## src/rtl/slot_alloc_encoder.sv

```systemverilog
// Stateful slot allocator: tracks a busy bitmap and grants one free slot per cycle,
// either lowest-index-first or round-robin after the last granted slot.
module slot_alloc_encoder #(
  parameter int unsigned NUM_SLOTS = 40,
  parameter int unsigned IDX_W     = 6,
  parameter int unsigned RR_MODE   = 0
) (
  input  logic                 clk,
  input  logic                 rst,
  input  logic                 alloc_req,
  output logic                 alloc_valid,
  output logic [IDX_W-1:0]     alloc_idx,
  input  logic                 free_en,
  input  logic [IDX_W-1:0]     free_idx,
  input  logic                 flush,
  output logic                 full,
  output logic [IDX_W:0]       free_count,
  output logic [NUM_SLOTS-1:0] busy_mask
);

  localparam int unsigned CntW = IDX_W + 1;

  logic [NUM_SLOTS-1:0] busy_q, busy_d;
  logic [CntW-1:0]      free_count_q, free_count_d;
  logic                 alloc_valid_q;
  logic [IDX_W-1:0]     alloc_idx_q;
  logic [IDX_W-1:0]     rr_ptr_q;

  logic [IDX_W-1:0]     sel_idx;
  logic [NUM_SLOTS-1:0] grant_mask;
  logic [NUM_SLOTS-1:0] free_mask;
  logic                 grant;
  logic                 free_hit;

  assign full = (free_count_q == '0);

  // Selection looks only at the registered busy map; a slot freed this cycle is not seen.
  always_comb begin
    sel_idx = '0;
    if (RR_MODE == 0) begin
      for (int i = NUM_SLOTS - 1; i >= 0; i--) begin
        if (!busy_q[i]) sel_idx = IDX_W'(i);
      end
    end else begin
      // Walk offsets from farthest to nearest so the nearest free slot after rr_ptr wins.
      for (int k = NUM_SLOTS; k >= 1; k--) begin
        int unsigned j;
        j = (32'(rr_ptr_q) + 32'(k)) % NUM_SLOTS;
        if (!busy_q[j]) sel_idx = IDX_W'(j);
      end
    end
  end

  always_comb begin
    grant      = alloc_req && !full && !flush;
    grant_mask = '0;
    free_mask  = '0;
    for (int i = 0; i < NUM_SLOTS; i++) begin
      if (grant && (sel_idx == IDX_W'(i))) grant_mask[i] = 1'b1;
      // Out-of-range indices never match; already-free slots are filtered by busy_q.
      if (free_en && !flush && (free_idx == IDX_W'(i)) && busy_q[i]) free_mask[i] = 1'b1;
    end
    free_hit = |free_mask;

    if (flush) begin
      busy_d       = '0;
      free_count_d = CntW'(NUM_SLOTS);
    end else begin
      busy_d       = (busy_q & ~free_mask) | grant_mask;
      free_count_d = free_count_q - {{IDX_W{1'b0}}, grant} + {{IDX_W{1'b0}}, free_hit};
    end
  end

  always_ff @(posedge clk) begin
    if (rst) begin
      busy_q        <= '0;
      free_count_q  <= CntW'(NUM_SLOTS);
      alloc_valid_q <= 1'b0;
      alloc_idx_q   <= '0;
      rr_ptr_q      <= '0;
    end else begin
      busy_q        <= busy_d;
      free_count_q  <= free_count_d;
      alloc_valid_q <= grant;
      if (grant) begin
        alloc_idx_q <= sel_idx;
        rr_ptr_q    <= sel_idx;
      end
    end
  end

  assign alloc_valid = alloc_valid_q;
  assign alloc_idx   = alloc_idx_q;
  assign free_count  = free_count_q;
  assign busy_mask   = busy_q;

endmodule
```

## config.mk

```make
export PLATFORM = sky130hd
export DESIGN_NAME = slot_alloc_encoder
export DESIGN_NICKNAME = d
export VERILOG_FILES = /design/src/rtl/slot_alloc_encoder.sv
export SDC_FILE = /design/constraint.sdc
export NUM_CORES = 1
export LEC_CHECK = 0
export BUFFER_PORTS_ARGS = -buffer_cell sky130_fd_sc_hd__buf_2
export CORE_UTILIZATION = 50
export DETAILED_ROUTE_END_ITERATION = 10
export PLACE_DENSITY = 0.73
export SYNTH_ARGS = -nofsm -noshare
export SYNTH_HDL_FRONTEND = slang
export SYNTH_SLANG_ARGS = --single-unit
export TNS_END_PERCENT = 20
```

## constraint.sdc

```tcl
create_clock -name clk -period 4.15 [get_ports clk]
set_input_delay 0.2075 -clock clk [delete_from_list [all_inputs] [get_ports clk]]
set_output_delay 0.2075 -clock clk [all_outputs]
set_load 0.05 [all_outputs]
```

* After elaboration in Yosys (flattened, before gate mapping)
Cells that the tools add are included.
Word-level totals: flip-flop bits (word level) 54, input port bits 11, output and inout bits 55, word-level logic and storage cells 337
Cells by class: add/subtract/negate cells 2, eq/ne operators 78, muxes and demuxes 120, bitwise logic cells 3, reduce and logical (&&, ||, !) cells 130
Operators by type and width (count):
- $mux W6 | 40
- $eq A6 B5 Y1 const B | 32
- $logic_and A1 B1 Y1 | 123
- $eq A6 B4 Y1 const B | 16
- $eq A6 B6 Y1 const B | 16
- $mux W1 | 80
- $eq A6 B3 Y1 const B | 8
- $and A40 B40 Y40 | 1
- $not A40 Y40 | 1
- $or A40 B40 Y40 | 1
- $reduce_or A40 Y1 | 1
- $eq A6 B2 Y1 const B | 4
- $eq A6 B1 Y1 const B | 2
- $logic_not A6 Y1 | 2
- $add A7 B1 Y7 | 1
- $logic_not A7 Y1 | 1
- $sub A7 B1 Y7 | 1
- $logic_not A1 Y1 | 2
- $reduce_or A2 Y1 | 1

* Logic depth before layout (Yosys ltp)
word-level depth 44, mapped depth 17, mapped depth without buffers 16

* Worst setup path before layout
Ideal clock, no wire load.
path kind register to register, start point register free_count_q[4], in the netlist free_count[4], end point register free_count_q[6], in the netlist free_count[6], setup time 70 ps, data arrival time 3589 ps, required time 4080 ps, setup slack 491 ps, stages on the path, launching flop included 17, path buffers 0, period minus slack after synthesis 3659 ps, cells stage by stage dfxtp_1 inv_1 ha_1 nor2b_1 and3_1 or3_4 inv_2 ha_1 inv_1 ha_1 fa_1 a21oi_1 o21bai_1 a21oi_1 nor2_1 or3_1 a21oi_1
Between the ends: cells in the longest elaborated chain, start to end 6
Ends and longest elaborated chain:
- start, declared | RTL line 24 | logic [CntW-1:0] free_count_q, free_count_d;
- start signal, assigned | RTL line 77 | free_count_q <= CntW'(NUM_SLOTS);
- start signal, assigned | RTL line 83 | free_count_q <= free_count_d;
- $logic_not A7 Y1 | RTL line 35 | assign full = (free_count_q == '0);
- net full | RTL line 16 | output logic full,
- $logic_not A1 Y1 | RTL line 55 | grant = alloc_req && !full && !flush;
- $logic_and A1 B1 Y1 (2 in a row) | RTL line 55
- net grant | RTL line 32 | logic grant;
- $sub A7 B1 Y7 | RTL line 70 | free_count_d = free_count_q - {{IDX_W{1'b0}}, grant} + {{IDX_W{1'b0}}, free_hit};
- $add A7 B1 Y7 | RTL line 70
The timed path passes the listed nets, and every way through them passes these cells. A chain may end at the register's enable or synchronous reset.

* Worst setup path in the final report
start point register busy_q[11], in the netlist busy_mask[11], end point register free_count_q[6], in the netlist free_count[6]
Between the ends: cells in the longest elaborated chain, start to end 4
Ends and longest elaborated chain:
- start, declared | RTL line 23 | logic [NUM_SLOTS-1:0] busy_q, busy_d;
- start signal, assigned | RTL line 82 | busy_q <= busy_d;
- $logic_and A1 B1 Y1 | RTL line 61 | if (free_en && !flush && (free_idx == IDX_W'(i)) && busy_q[i]) free_mask[i] = 1'b1;
- $mux W1 | RTL line 61
- $reduce_or A40 Y1 | RTL line 63 | free_hit = |free_mask;
- $add A7 B1 Y7 | RTL line 70
No other way between the ends.

==> results.py <==
metrics = {
    "sta": {
        "slew_headroom": 0.310,
        "rsz0062_at_grt": "false",
        "finalSetupViolCount": 0,
        "drv_slew": 0,
        "hold_viol": 0,
        "fmax_ghz": 0.282,
        "period_share": 0.854,
        "fin_setup_tns_ns": 0,
        "finalClockSkew_ns": 0.0134,
        "period_minus_slack_ns": 3.54,
        "worst_pin_slew_ns": 1.04,
    },
    "logic_synthesis": {
        "avgSynthCellArea_um2": 8.00,
        "ys.warnings.count": 0,
        "yosysMostFrequentCell": "dfxtp_1",
        "netlist_area_um2": 3330,
        "muxShareOfSynthArea": 0.0278,
        "synthArstFlopShare": 0,
        "synth_compound_area_frac": 0.300,
        "synth_xor_xnor_area_share": 0.0132,
        "synthTopCellsByArea": "dfxtp_1 (32%), o211ai_1 (6.5%), nand2_1 (5.2%), o21ai_0 (4.4%), nand3_1 (3.6%)",
        "synthAdderAreaFrac": 0.0398,
        "yosysTopAreaCell": "dfxtp_1",
        "synth_edf_count": 0,
        "yosysSeqAreaShare": 0.325,
        "ys_ff_latch": 54,
        "synth_commonest_cells": "dfxtp_1 (54), nand2_1 (46), o211ai_1 (29), o21ai_0 (29), nand3_1 (24)",
        "yosysUniqueCellTypes": 64,
        "synth_top_family_by_area": "compound AO/OA/AOI/OAI gates",
        "dominantRegCellSynth": "dfxtp_1",
        "synth.net_count": 437,
        "netlist.area_leader.share": 0.325,
        "syn_inst": 416,
        "synthSimpleGateAreaFrac": 0.252,
    },
    "power_and_ir_drop": {
        "leakage_uw": 0.00138,
        "peakVddDrop_mv": 0.157,
        "power_density_nw_per_um2": 272,
        "power_uw": 1040,
    },
    "worst_hold_path": {
        "hold_path.class": "input pin to register",
    },
    "layout": {
        "antenna_cells": 0,
        "finalNonFillerCells": 549,
        "fin_area_um2": 3800,
        "fin_nets": 492,
        "fill_cells": 603,
        "area_growth_pct": 14.2,
        "layout-drive-gt1-share": 0.201,
    },
    "place": {
        "gp_congestion": 0.972,
        "dpl_cell_area_um2": 3700,
        "place_inst": 541,
        "dp_hpwl_um": 8120,
        "port_buffers": 65,
    },
    "routing": {
        "routedWlPerCell_um": 20.2,
        "viasPerCell": 6.72,
        "vias": 3688,
        "drc": 0,
        "detail_route.first_pass.iterations": 5,
        "ant_nets": 0,
        "drt_iter0_drc": 546,
        "finalWirelength_um": 11100,
    },
    "clocking": {
        "cts_buffers": 5,
        "cts-resized-gates": 0,
        "clk_latency_ns": 0.32,
        "post_cts_buffers": 0,
        "cts-root-buf": "clkbuf_8",
        "ctsHoldBuffers": 0,
        "cts.sinks": 54,
        "htreeDepth": 2,
        "clkTransAtPathRegs_ns": 0.10,
        "tritoncts": "built",
        "clockBufferDepth": 2,
    },
    "global_routing": {
        "antenna_found_initial": 0,
        "grt_usage": 0.317,
        "gr-usage-met1": 0.437,
        "met3_usage": 0.0524,
        "grt_max_degree": 46,
        "use_met2": 0.477,
        "grt-busiest-layer": "met2",
        "grt.overflow.total": 0,
        "grt_pass1_wl_um": 17500,
        "grt_pass1_vias": 3385,
    },
    "setup_path": {
        "crit_family": "compound AO/OA/AOI/OAI gates",
        "worstPathCellList": "mux2_2 -> a22oi_1 -> o22ai_1 -> a221oi_1 -> o21ai_0 -> nor4_1 -> ha_1 -> inv_1 -> ha_1 -> fa_1 -> a21oi_1 -> o21bai_1 -> a21oi_1 -> nor2_1 -> or3_1 -> a21oi_1",
        "cp_slowest_stage_delay_ns": 0.43,
        "path_class": "register to register",
        "critical_path_required_ns": 4.41,
        "critPathMaxFanout": 8,
        "critPathBufInv": 1,
        "worst_setup_path_end_kind": "register",
        "crit_arrival_ns": 3.80,
        "cp_common_cell": "a21oi_1",
        "cp_slowest_cell": "fa_1",
        "critPathLaunchType": "register",
    },
    "die": {
        "start_util": 0.521,
        "rows": 29,
        "die_h_um": 83.6,
        "coreArea_um2": 6390,
        "die_area_um2": 6990,
        "dieWidth_um": 83.6,
        "ios": 66,
    },
    "flow_run": {
        "cap_viol_max_count": 0,
    },
    "status": {
        "status": "complete, no violations",
    },
}
==> worst paths after layout <==
check | from | end | slack [ns] | cells past startpoint
setup / recovery | busy_mask[11] | free_count[6] | 0.61 | 16
hold / removal | rst | alloc_idx[4] | 0.20 | 2
setup reg to reg | busy_mask[11] | free_count[6] | 0.61 | 16
hold reg to reg | alloc_idx[0] | alloc_idx[0] | 0.46 | 2
==> cell usage in the layout, fill, tap and decap left out, drive strengths merged, types with 4 or more instances in the layout <==
master / count
ha: 9
nor3: 4
clkbuf: 7
nand3b: 4
a221oi: 4
o21ai: 39
o311ai: 8
a21oi: 15
or2: 4
nor2: 23
o31ai: 11
or3: 6
buf: 68
a31oi: 5
nand2: 46
nand3: 24
nor4: 5
o211ai: 29
dfxtp: 54
xnor2: 4
nand4: 11
mux2i: 7
inv: 17
o22ai: 5
nand2b: 7
nor2b: 6
==> registers in the layout (all words and copies together), names as in the netlist <==
| register | cells |
|---|---|
| busy_mask | 40 |
| free_count | 7 |
| alloc_idx | 6 |
| alloc_valid | 1 |
==> metrics by stage <==
stage                util  setup slack, ns  hold WS [ns]
detailed placement  0.579            0.398         0.445
CTS                 0.596            0.614         0.205
floorplan               -            0.491         0.407
global route        0.596            0.308         0.229
finish              0.596            0.606         0.200
global placement    0.579            0.454         0.443
==> area by class of cell <==
class	count	area (µm²)	area share
repair buffers	68	348	0.0914
clock inverters	1	30.0	0.00789
flip-flops and latches	54	1080	0.284
inverters	17	63.8	0.0168
clock buffers	7	76.3	0.0201
well taps	77	96.3	0.0253
multi-input cells	325	2110	0.554
==> cells by family after synthesis <==
| group | count (synthesis) |
|---|---|
| compound gates | 144 |
| xor+xnor | 5 |
| fa+ha+maj | 10 |
| buf+inv | 37 |
| flops | 54 |
| mux | 9 |
| simple gates | 157 |
==> where the power goes <==
| group | internal (µW) | leakage, µW | total [µW] | switching [µW] |
|---|---|---|---|---|
| Combinational | 45.3 | 0.000895 | 148 | 103 |
| Clock | 181 | 0.0000524 | 357 | 176 |
| Sequential | 525 | 0.000436 | 531 | 6.32 |
| Total | 751 | 0.00138 | 1040 | 285 |
==> routing by layer <==
layer	up-vias	share of wire	wire (µm)
met5	-	0	0
met4	0	0.033	364
met3	28	0.094	1050
met2	227	0.45	4960
met1	1736	0.43	4730
li1	1697	-	-
No activity file was read; power rests on OpenSTA's default activity.
